<file path="config.mk">
export PLATFORM = sky130hd
export DESIGN_NAME = aggregator_flex
export DESIGN_NICKNAME = d
export VERILOG_FILES = /design/src/rtl/aggregator_flex.sv
export SDC_FILE = /design/constraint.sdc
export NUM_CORES = 1
export LEC_CHECK = 0
export CORE_ASPECT_RATIO = 1.2
export CORE_MARGIN = 8
export CORE_UTILIZATION = 28
export CTS_BUF_LIST = sky130_fd_sc_hd__clkbuf_4
export DETAILED_ROUTE_END_ITERATION = 10
export PLACE_DENSITY = 0.46
export SYNTH_ARGS = -nofsm -noshare
export SYNTH_HDL_FRONTEND = slang
export SYNTH_SLANG_ARGS = --single-unit
</file>
<file path="constraint.sdc">
create_clock -name clk -period 3.27 [get_ports clk]
set_clock_uncertainty 0.2 [all_clocks]
set_input_delay 0.4905 -clock clk [delete_from_list [all_inputs] [get_ports clk]]
set_output_delay 0.4905 -clock clk [all_outputs]
set_load 0.05 [all_outputs]
</file>
<file path="src/rtl/aggregator_flex.sv">
// -----------------------------------------------------------------------------
// aggregator_flex
//
// Packs DATA_WIDTH words popped from a first-word-fall-through FIFO into one
// wide receiver word holding 1..MAX_FETCH_WIDTH words. The packing width can
// be changed at runtime. A width change or a flush first drains any partially
// filled group as a short group, then takes effect. The output stage is
// registered, and a new group may load in the same cycle the previous one is
// taken, so throughput is one word per cycle at every width.
//
// Ports
//   clk, rst_n           single clock, asynchronous active-low reset
//   sender_data          FIFO head word, valid while sender_empty_n is high
//   sender_empty_n       FIFO holds data
//   sender_deq           pop the FIFO head this cycle (combinational)
//   receiver_data        packed group; word k at [(k+1)*DATA_WIDTH-1 : k*DATA_WIDTH]
//   receiver_count       number of valid words in receiver_data
//   receiver_full_n      receiver can accept a group
//   receiver_enq         group transferred this cycle (combinational)
//   change_fetch_width   request a new width (sampled every cycle)
//   input_fetch_width    requested width; 0 is ignored, values above MAX are clamped
//   flush                emit the current partial group
//   busy                 words buffered, output valid, or width change pending
// -----------------------------------------------------------------------------
module aggregator_flex #(
   parameter int DATA_WIDTH          = 8,
   parameter int MAX_FETCH_WIDTH     = 8,
   parameter int DEFAULT_FETCH_WIDTH = 2,
   parameter int FW_BITS             = $clog2(MAX_FETCH_WIDTH + 1)
) (
   input  logic                                  clk,
   input  logic                                  rst_n,
   input  logic [DATA_WIDTH-1:0]                 sender_data,
   input  logic                                  sender_empty_n,
   output logic                                  sender_deq,
   output logic [MAX_FETCH_WIDTH*DATA_WIDTH-1:0] receiver_data,
   output logic [FW_BITS-1:0]                    receiver_count,
   input  logic                                  receiver_full_n,
   output logic                                  receiver_enq,
   input  logic                                  change_fetch_width,
   input  logic [FW_BITS-1:0]                    input_fetch_width,
   input  logic                                  flush,
   output logic                                  busy
);

   localparam int                 GROUP_BITS = MAX_FETCH_WIDTH * DATA_WIDTH;
   localparam logic [FW_BITS-1:0] MAX_FW     = FW_BITS'(MAX_FETCH_WIDTH);
   localparam logic [FW_BITS-1:0] DEFAULT_FW = FW_BITS'(DEFAULT_FETCH_WIDTH);
   localparam logic [FW_BITS-1:0] ONE_FW     = FW_BITS'(1);

   logic [FW_BITS-1:0]    fill_cnt;
   logic [FW_BITS-1:0]    active_width;
   logic [FW_BITS-1:0]    pending_width;
   logic                  pending;
   logic                  flush_active;
   logic                  out_valid;
   logic [GROUP_BITS-1:0] fill_buf;
   logic [GROUP_BITS-1:0] merged_buf;

   logic                  complete;
   logic                  out_free;
   logic                  draining;
   logic                  group_done;
   logic                  drain_emit;
   logic                  drain_idle;
   logic                  req_valid;
   logic [FW_BITS-1:0]    req_width;

   // fill_cnt < active_width <= MAX always holds, so the +1 cannot overflow.
   assign complete     = (fill_cnt + ONE_FW) == active_width;
   assign receiver_enq = out_valid & receiver_full_n;
   assign out_free     = ~out_valid | receiver_enq;
   assign draining     = pending | flush_active;

   // rst_n gates the pop so the FIFO is never read while the block is held
   // in reset, even though the control flops already read as idle.
   assign sender_deq = rst_n & sender_empty_n & ~draining & (~complete | out_free);
   assign group_done = sender_deq & complete;
   assign drain_emit = draining & (fill_cnt != '0) & out_free;
   assign drain_idle = draining & (fill_cnt == '0);

   assign busy = (fill_cnt != '0) | out_valid | pending;

   assign req_valid = change_fetch_width & (input_fetch_width != '0);
   assign req_width = (input_fetch_width > MAX_FW) ? MAX_FW : input_fetch_width;

   // Fill buffer with the head word dropped into slot fill_cnt. Slots above
   // fill_cnt are already zero, so this is both the next fill state and the
   // completed group.
   // NOTE: the default assignment first keeps this always_comb latch-free.
   always_comb begin
      merged_buf = fill_buf;
      for (int k = 0; k < MAX_FETCH_WIDTH; k++) begin
         if (fill_cnt == FW_BITS'(k)) begin
            merged_buf[k*DATA_WIDTH +: DATA_WIDTH] = sender_data;
         end
      end
   end

   // Datapath: fill buffer and registered output group.
   // NOTE: sequential state uses non-blocking assignments only, so every
   // flop samples pre-edge values regardless of statement order.
   always_ff @(posedge clk or negedge rst_n) begin
      if (!rst_n) begin
         // NOTE: the fill buffer is reset, not just the count, because unused
         // slots of an emitted group must read as zero.
         fill_buf       <= '0;
         fill_cnt       <= '0;
         receiver_data  <= '0;
         receiver_count <= '0;
         out_valid      <= 1'b0;
      end else begin
         if (sender_deq) begin
            if (complete) begin
               receiver_data  <= merged_buf;
               receiver_count <= active_width;
               fill_buf       <= '0;
               fill_cnt       <= '0;
            end else begin
               fill_buf <= merged_buf;
               fill_cnt <= fill_cnt + ONE_FW;
            end
         end else if (drain_emit) begin
            receiver_data  <= fill_buf;
            receiver_count <= fill_cnt;
            fill_buf       <= '0;
            fill_cnt       <= '0;
         end

         // A load only happens when out_free, so it never overwrites a
         // group the receiver has not taken.
         if (group_done | drain_emit) begin
            out_valid <= 1'b1;
         end else if (receiver_enq) begin
            out_valid <= 1'b0;
         end
      end
   end

   // Control: flush tracking and width changes. Later statements win, so a
   // new flush or width request landing in the cycle the previous one
   // finishes is kept rather than lost.
   always_ff @(posedge clk or negedge rst_n) begin
      if (!rst_n) begin
         flush_active  <= 1'b0;
         pending       <= 1'b0;
         pending_width <= DEFAULT_FW;
         active_width  <= DEFAULT_FW;
      end else begin
         // One partial-group emission satisfies both a flush and a pending
         // width change.
         if (drain_emit | drain_idle) begin
            flush_active <= 1'b0;
         end
         if (flush) begin
            flush_active <= 1'b1;
         end

         if (drain_idle & pending) begin
            active_width <= pending_width;
            pending      <= 1'b0;
         end
         if (req_valid) begin
            pending       <= 1'b1;
            pending_width <= req_width;
         end
      end
   end

endmodule

</file>
==> impl_metrics.tcl, run 1 <==
set metrics [dict create \
    status "completed" \
    critPathMaxFanout 8 \
    gp_congestion 0.758 \
    avgSynthCellArea_sq_um 12.7 \
    ys_warn_count 0 \
    clkTransAtPathRegs_ps 140 \
    cp_data_arrival_time_ps 2410 \
    grt_max_degree 74 \
    met3WireLength_microns 825 \
    cts_root_buf "clkbuf_4" \
    pre_cts_ws_ps 330 \
    critical_path_required_ps 2580 \
    slowest_stage "dfrtp_2" \
    drt-total-wl_mm 18.7 \
    nFillCells 2222 \
    p_per_area_mw_per_mm2 1180 \
    p_int_mw 4.87 \
    combPwrFrac 0.597 \
    dieArea_sq_mm 0.0278 \
    synth_top_family_by_area "compound AO/OA/AOI/OAI gates" \
    die_h_microns 181 \
    worst_pin_slew_ps 975 \
    syn_inst 500 \
    numClockSinks 147 \
    rows 60 \
    die-width_microns 154 \
    vdd_ir_drop_max_mv 0.622 \
    antenna_found_initial 1 \
    wl_per_cell_microns 20.9 \
    fmax_ghz 0.323 \
    multi_input_area_sq_mm 0.00248 \
    hpwl_mm 12.7 \
    setup_viol 0 \
    clock_path_buffers 2 \
    cts_buffers 17 \
    rr_startpoint "fill_cnt[0]" \
    first_pass_iters 4 \
    cp_cell_sequence "nor2_2, nand2_1, or3_1, dlygate4sd2_1" \
    syn_area_sq_mm 0.00636 \
    top_layer "met4" \
    grt_pass1_wl_mm 30.0 \
    start_util 0.284 \
    register_area_sq_mm 0.00368 \
    met2_length_mm 8.59 \
    synthXorXnorAreaFrac 0.0118 \
    cts_tree "done" \
    drt-initial-drc-count 323 \
    critPathMaxStageDelay_ps 500 \
    rsz0062_at_grt "false" \
    p_sw_mw 4.46 \
    ys_types 43 \
    track_usage 0.136 \
    seqPwrFrac 0.296 \
    synthAdderAreaFrac 0.00787 \
    via_per_inst 5.37 \
    pwr-share-clk 0.107 \
    syn_nets 522 \
    synth_compound_area_frac 0.295 \
    grt_pass1_vias 5108 \
    vias 4794 \
    areaGrowthSynthToFinish_pct 24.5 \
    yosys_register_bits 147 \
    synthSimpleGateAreaFrac 0.0476 \
    max-cap-violations 0 \
    period_share 0.948 \
    htreeDepth 4 \
    synthMuxAreaShare 0.0228 \
    drive_above_1_share 0.187 \
    hold_viol_final 0 \
    max-slew-margin-rel 0.348 \
    overflow 0 \
    core_sq_mm 0.0224 \
    nNetsFinal 620 \
    setup_ws_ps 171 \
    min-delay-start "input_fetch_width[2]" \
    portBuffers 88 \
    final.setup.tns_ps 0 \
    startpoint_type "flip-flop" \
    swShare 0.478 \
    ys_seq_area_frac 0.579 \
    min_period_ps 3100 \
    crit_path_end_kind "primary output" \
    leakage_nw 3.36 \
    drv_slew 0 \
    crit_type "reg -> out" \
    ioPinCount 89 \
    insertion_delay_ps 570 \
    postRouteAntennaNets 0 \
    drt-met1-wl_mm 8.99 \
    min_path_type "in -> reg" \
    route.detailed.drc 0 \
    startpoint "fill_cnt[2]" \
]
-- registers in the layout (all words and copies together) (netlist names) --
name / count
fill_buf: 64
receiver_data: 64
active_width: 4
fill_cnt: 4
pending_width: 4
receiver_count: 4
flush_active: 1
out_valid: 1
pending: 1
-- placed cells by master (no fill, tap or decap), types with 3 or more instances in the layout --
cell	count
clkdlybuf4s50_1	85
xnor2_1	3
nand2_2	6
clkbuf_4	18
o211ai_1	7
o21ai_0	3
a22o_1	57
a2bb2oi_2	20
nand3_1	12
o22ai_1	62
nand2_1	19
clkinv_4	3
a2bb2oi_1	40
a32o_1	17
clkinv_2	6
mux2_2	12
a21oi_1	7
nor2_1	12
buf_4	28
clkinvlp_4	3
dfrtp_1	143
inv_1	5
buf_12	3
ha_1	3
-- through the flow --
step	util	cell area (sq um)	hold slack (ps)	std cells	power (mW)
6_report	0.354	7910	285	892	9.34
5_1_grt	0.354	7910	250	892	9.87
4_1_cts	0.353	7900	224	890	9.45
3_5_place_dp	0.342	7650	262	856	8.40
3_3_place_gp	0.342	7650	258	856	8.36
2_1_floorplan	-	6360	-5.09	500	6.57
-- power groups by stage --
stage	Clock (mW)	Combinational (mW)	Sequential (mW)
final	0.997	5.57	2.77
after global routing	1.11	5.91	2.85
after CTS	1.04	5.63	2.78
after detailed placement	0	5.59	2.81
after global placement	0	5.56	2.80
after floorplan	0	2.34	4.23
-- what timing repair did --
item,4_1_cts,5_1_grt
buffers inserted,1,0
hold buffers,1,0
gates cloned,0,0
pin swaps,1,0
setup endpoints to repair,2,2
endpoints found under the hold margin,72,0
gates resized for setup,2,4
-- routing by layer --
layer  track usage  up-vias
li1              -     2180
met1         0.182     2452
met2         0.211      143
met3        0.0313       19
met4        0.0495        0
met5             0        -
-- worst max-delay path, delay by kind of cell, from the launching register on --
| family | cells | cell delay, ps |
|---|---|---|
| simple gates | 3 | 910 |
| flops | 1 | 500 |
| buf+inv | 1 | 440 |
-- cells by family after synthesis --
group                    after synthesis
multiplexers                          13
buffers and inverters                 45
XOR/XNOR                               7
AND/OR/NAND/NOR                       62
AO/OA/AOI/OAI                        222
adder cells (fa/ha/maj)                4
flip-flops                           147
-- cell usage after synthesis --
| master | number | share of area |
|---|---|---|
| dfrtp_1 | 145 | 0.57 |
| o22ai_1 | 62 | 0.061 |
| a22o_1 | 57 | 0.079 |
| a2bb2oi_1 | 40 | 0.055 |
| a2bb2oi_2 | 20 | 0.047 |
| nand2_1 | 19 | 0.011 |
| a32o_1 | 17 | 0.027 |
| buf_2 | 13 | 0.010 |
| clkbuf_1 | 13 | 0.0077 |
| mux2_2 | 12 | 0.021 |
| nand3_1 | 12 | 0.0094 |
| nor2_1 | 12 | 0.0071 |
| a21oi_1 | 8 | 0.0063 |
| buf_1 | 8 | 0.0047 |
| o211ai_1 | 7 | 0.0083 |
| nand2_2 | 6 | 0.0059 |
| inv_1 | 5 | 0.0030 |
| ha_1 | 4 | 0.0079 |
| xnor2_1 | 4 | 0.0055 |
| buf_4 | 3 | 0.0035 |
| o21ai_0 | 3 | 0.0024 |
| a21oi_2 | 2 | 0.0028 |
| and3_1 | 2 | 0.0020 |
| buf_8 | 2 | 0.0047 |
| dfstp_2 | 2 | 0.0083 |
| nand3_2 | 2 | 0.0031 |
| nor2b_1 | 2 | 0.0020 |
| o21ai_1 | 2 | 0.0016 |
| xor2_1 | 2 | 0.0028 |
| a31o_2 | 1 | 0.0014 |
| and2_1 | 1 | 0.00098 |
| buf_6 | 1 | 0.0018 |
| mux2i_1 | 1 | 0.0016 |
| nand2b_1 | 1 | 0.00098 |
| nand4_1 | 1 | 0.00098 |
| nor2_2 | 1 | 0.00098 |
| nor3_1 | 1 | 0.00079 |
| nor3b_1 | 1 | 0.0012 |
| o22a_1 | 1 | 0.0014 |
| o2bb2ai_1 | 1 | 0.0014 |
| o41ai_1 | 1 | 0.0014 |
| or3_1 | 1 | 0.00098 |
| xnor3_1 | 1 | 0.0035 |
-- layout make-up --
class,instances,share of cell area
clock inverter,14,0.0115
inverter,5,0.00237
multi-input combinational,308,0.313
sequential,147,0.465
tap,279,0.0441
antenna,2,0.000632
timing repair buffer,119,0.145
clock buffer,18,0.0171
-- path summary, 6_finish.rpt --
check                      slack [ps]  cells past startpoint           endpoint
min in group asynchronous         310                      3  receiver_count[3]
min                               280                      3   pending_width[2]
max                               170                      4               busy
max reg2reg                       470                      7        fill_buf[1]
min reg2reg                       290                      2   pending_width[0]
max in group asynchronous        1240                      4        fill_buf[3]
Note: power is estimated with default switching activity, not from simulation.
==> inputs of run 2 (changes only) <==
--- a/config.mk
+++ b/config.mk
@@ -8,7 +8,6 @@
 export CORE_ASPECT_RATIO = 1.2
 export CORE_MARGIN = 8
 export CORE_UTILIZATION = 28
-export CTS_BUF_LIST = sky130_fd_sc_hd__clkbuf_4
 export DETAILED_ROUTE_END_ITERATION = 10
 export PLACE_DENSITY = 0.46
 export SYNTH_ARGS = -nofsm -noshare
==> impl_metrics.tcl, run 2 (same netlist as run 1, synthesis figures left out) <==
set metrics [dict create \
    insertion_delay_ps 430 \
    vdd_ir_drop_max_mv 0.663 \
    final_common_cell "dfrtp_1" \
    rows 60 \
    cp_data_arrival_time_ps 2350 \
    placed_cell_area_sq_mm 0.00765 \
    startpoint_type "flip-flop" \
    post-route-cell-area_sq_mm 0.00820 \
    wl_per_cell_microns 20.9 \
    final.setup.tns_ps 0 \
    track_usage 0.136 \
    clock_path_buffers 2 \
    areaGrowthSynthToFinish_pct 28.9 \
    nFillCells 2183 \
    overflow 0 \
    die-width_microns 154 \
    dieArea_sq_mm 0.0278 \
    critical_path_required_ps 2580 \
    htreeDepth 4 \
    hold_viol_final 0 \
    worst_pin_slew_ps 962 \
    drt-total-wl_mm 18.6 \
    grt_pass1_vias 5113 \
    start_util 0.284 \
    gp_congestion 0.758 \
    setup_viol 0 \
    crit_path_end_kind "primary output" \
    min_path_type "reg -> reg" \
    drt-initial-drc-count 256 \
    max-cap-violations 0 \
    drv_slew 0 \
    final_cell_mix "dfrtp_1, clkdlybuf4s50_1, o22ai_1" \
    antenna_found_initial 0 \
    min_period_ps 3040 \
    leakage_nw 3.50 \
    grt_max_degree 74 \
    core_sq_mm 0.0224 \
    numClockSinks 147 \
    drive_above_1_share 0.180 \
    p_per_area_mw_per_mm2 1230 \
    portBuffers 88 \
    cts_buffers 17 \
    crit_type "reg -> out" \
    nNetsFinal 620 \
    grt_pass1_wl_mm 30.0 \
    critPathMaxFanout 6 \
    cts_tree "done" \
    die_h_microns 181 \
    ioPinCount 89 \
    fmax_ghz 0.329 \
    rsz0062_at_grt "false" \
    cts_root_buf "clkbuf_16" \
    period_share 0.930 \
    reg_top3 "fill_buf x64, receiver_data x64" \
    clkTransAtPathRegs_ps 70 \
    status "completed" \
    postRouteAntennaNets 0 \
    fin_hold_ws_ps 273 \
    hpwl_mm 12.7 \
    n_antenna_cell 0 \
    via_per_inst 5.38 \
    max-slew-margin-rel 0.357 \
    vias 4786 \
    first_pass_iters 5 \
    route.detailed.drc 0 \
]
==> run 2: what timing repair did <==
item,in CTS,in global routing
endpoints found under the setup margin,2,0
hold buffers,1,0
resized for setup,2,0
setup buffers,1,0
hold endpoints to repair,35,0
==> run 2: stage by stage <==
stage               instances  utilization  total power, mW  setup WS, ps
global route              890        0.366             10.6          45.6
finish                    890        0.366             10.1           229
floorplan                 500            -             6.57           377
global placement          856        0.342             8.36           323
CTS                       890        0.366             10.2           202
detailed placement        856        0.342             8.40           330
==> run 2: final cells by class <==
class / count / area [sq um] / share of cell area
clock inverters: 13 / 87.6 / 0.0107
inverters: 5 / 18.8 / 0.00229
well taps: 279 / 349 / 0.0426
repair buffers: 119 / 1150 / 0.140
flip-flops and latches: 147 / 3680 / 0.449
multi-input cells: 308 / 2470 / 0.301
clock buffers: 19 / 443 / 0.0540
==> run 2: where the power goes <==
| group | internal, mW | switching (mW) |
|---|---|---|
| logic | 2.16 | 3.40 |
| clock network | 0.985 | 0.786 |
| registers | 2.41 | 0.362 |
| total | 5.55 | 4.55 |
==> run 2: per-layer routing <==
metal,share of wire,track usage
met5,0,0
met4,0.013,0.0424
met3,0.048,0.0349
met1,0.48,0.182
met2,0.46,0.211
==> run 2: worst paths after layout <==
check                                 start                end  slack [ps]  cells past startpoint
max                             fill_cnt[0]         sender_deq         230                      7
min                        pending_width[0]   pending_width[0]         270                      2
max reg2reg                     fill_cnt[0]   receiver_data[1]         420                      8
min reg2reg                pending_width[0]   pending_width[0]         270                      2
max in group asynchronous             rst_n        fill_buf[3]        1090                      4
min in group asynchronous             rst_n  receiver_count[3]         470                      3
==> run 2: worst max-delay path, cell delays in order (launching register included) <==
cell,delay [ps]
dfrtp_1,490
inv_1,130
ha_1,350
xnor2_1,330
nand3_2,120
nor2_1,170
a21oi_1,150
buf_12,200
==> inputs of run 3 (changes only) <==
--- a/config.mk
+++ b/config.mk
@@ -8,6 +8,7 @@
 export CORE_ASPECT_RATIO = 1.2
 export CORE_MARGIN = 8
 export CORE_UTILIZATION = 28
+export CTS_BUF_LIST = sky130_fd_sc_hd__clkbuf_8
 export DETAILED_ROUTE_END_ITERATION = 10
 export PLACE_DENSITY = 0.46
 export SYNTH_ARGS = -nofsm -noshare
==> impl_metrics.tcl, run 3 (same netlist as run 1, synthesis figures left out) <==
set metrics [dict create \
    areaGrowthSynthToFinish_pct 26.1 \
    first_pass_iters 5 \
    vdd_ir_drop_max_mv 0.622 \
    rows 60 \
    startpoint_type "flip-flop" \
    hpwl_mm 12.7 \
    grt_pass1_vias 5079 \
    register_area_sq_mm 0.00368 \
    nNetsFinal 620 \
    worst_pin_slew_ps 946 \
    drv_slew 0 \
    cp_cell_sequence "ha_2, xnor3_1, nand3_2, nor2_1, a21oi_1, buf_12" \
    clkTransAtPathRegs_ps 90 \
    grt_pass1_wl_mm 30.0 \
    min-delay-start "pending_width[0]" \
    track_usage 0.136 \
    cts_tree "done" \
    holdPathEnd "pending_width[0]" \
    status "completed" \
    drt-initial-drc-count 290 \
    n_antenna_cell 0 \
    critPathMaxFanout 7 \
    crit_type "reg -> out" \
    insertion_delay_ps 460 \
    core_sq_mm 0.0224 \
    critical_path_required_ps 2580 \
    nFillCells 2205 \
    setup_viol 0 \
    r2r_setup_slack_ps 440 \
    cts_buffers 17 \
    max-cap-violations 0 \
    max-slew-margin-rel 0.368 \
    min_path_type "reg -> reg" \
    leakage_nw 3.42 \
    critPathMaxStageDelay_ps 490 \
    portBuffers 88 \
    dieArea_sq_mm 0.0278 \
    die-width_microns 154 \
    grt_max_degree 74 \
    final.setup.tns_ps 0 \
    gp_congestion 0.758 \
    drive_above_1_share 0.182 \
    crit_path_end_kind "primary output" \
    drt-total-wl_mm 18.7 \
    crit_family "flip-flops" \
    clock_path_buffers 2 \
    fin_util 0.358 \
    cp.buffers_inverters 1 \
    cts_root_buf "clkbuf_8" \
    p_per_area_mw_per_mm2 1200 \
    fin_hold_ws_ps 279 \
    cp_data_arrival_time_ps 2380 \
    rr_startpoint "fill_cnt[0]" \
    wl_per_cell_microns 21.0 \
    vias 4781 \
    fmax_ghz 0.326 \
    reg_top3 "fill_buf x64, receiver_data x64" \
    antenna_found_initial 0 \
    startpoint "fill_cnt[0]" \
    worstReg2RegEnd "fill_buf[60]" \
    slowest_stage "dfrtp_1" \
    numClockSinks 147 \
    start_util 0.284 \
    overflow 0 \
    reg2reg_depth 6 \
    holdPathStages 2 \
    hold_viol_final 0 \
    final_common_cell "dfrtp_1" \
    min_period_ps 3070 \
    final_cell_mix "dfrtp_1, clkdlybuf4s50_1, o22ai_1" \
    rsz0062_at_grt "false" \
    multi_input_area_sq_mm 0.00248 \
    postRouteAntennaNets 0 \
    die_h_microns 181 \
    period_share 0.938 \
    via_per_inst 5.37 \
    ioPinCount 89 \
    htreeDepth 4 \
    route.detailed.drc 0 \
]
run 3: worst max path at each step:
| stage | to | cells after the start |
|---|---|---|
| global placement | fill_buf[62] | 6 |
| global route | sender_deq | 6 |
| CTS | sender_deq | 7 |
| finish | sender_deq | 6 |
| floorplan | sender_deq | 6 |
| detailed placement | fill_buf[28] | 6 |
run 3: stage by stage:
stage	setup WS [ps]	area, sq um	std cells	total power, mW
6_report	204	8020	890	9.60
5_1_grt	58.2	8020	890	10.1
4_1_cts	154	8010	890	9.72
3_5_place_dp	330	7650	856	8.40
3_3_place_gp	323	7650	856	8.36
2_1_floorplan	377	6360	500	6.57
run 3: final cells by class:
cell class | count | share of cell area
repair buffers | 119 | 0.144
flip-flops and latches | 147 | 0.459
multi-input cells | 308 | 0.309
well taps | 279 | 0.0436
clock inverters | 14 | 0.0114
inverters | 5 | 0.00234
clock buffers | 18 | 0.0309
run 3: worst register-to-register path: stages, from the launching register on:
cell and delay [ps]:
dfrtp_1 490, ha_2 320, xnor3_1 470, nand4_1 110
o22a_1 480, nand2_1 330, a22o_1 320
run 3: where the power goes:
group          total (mW)  internal [mW]  switching, mW
registers            2.77           2.41          0.365
logic                5.57           2.17           3.40
clock network        1.27          0.537          0.730
run 3: what timing repair did:
item / 4_1_cts / 5_1_grt
pin swaps: 1 / 0
hold endpoints to repair: 72 / 0
setup buffers: 1 / 0
setup endpoints to repair: 2 / 1
hold buffers: 1 / 0
resized for setup: 2 / 1
run 3: metal layers:
| layer | wire (microns) | share of wire | up-vias | global-route usage |
|---|---|---|---|---|
| li1 | - | - | 2174 | - |
| met1 | 8980 | 0.48 | 2458 | 0.183 |
| met2 | 8550 | 0.46 | 130 | 0.211 |
| met3 | 832 | 0.045 | 19 | 0.0313 |
| met4 | 282 | 0.015 | 0 | 0.0491 |
| met5 | 0 | 0 | - | 0 |
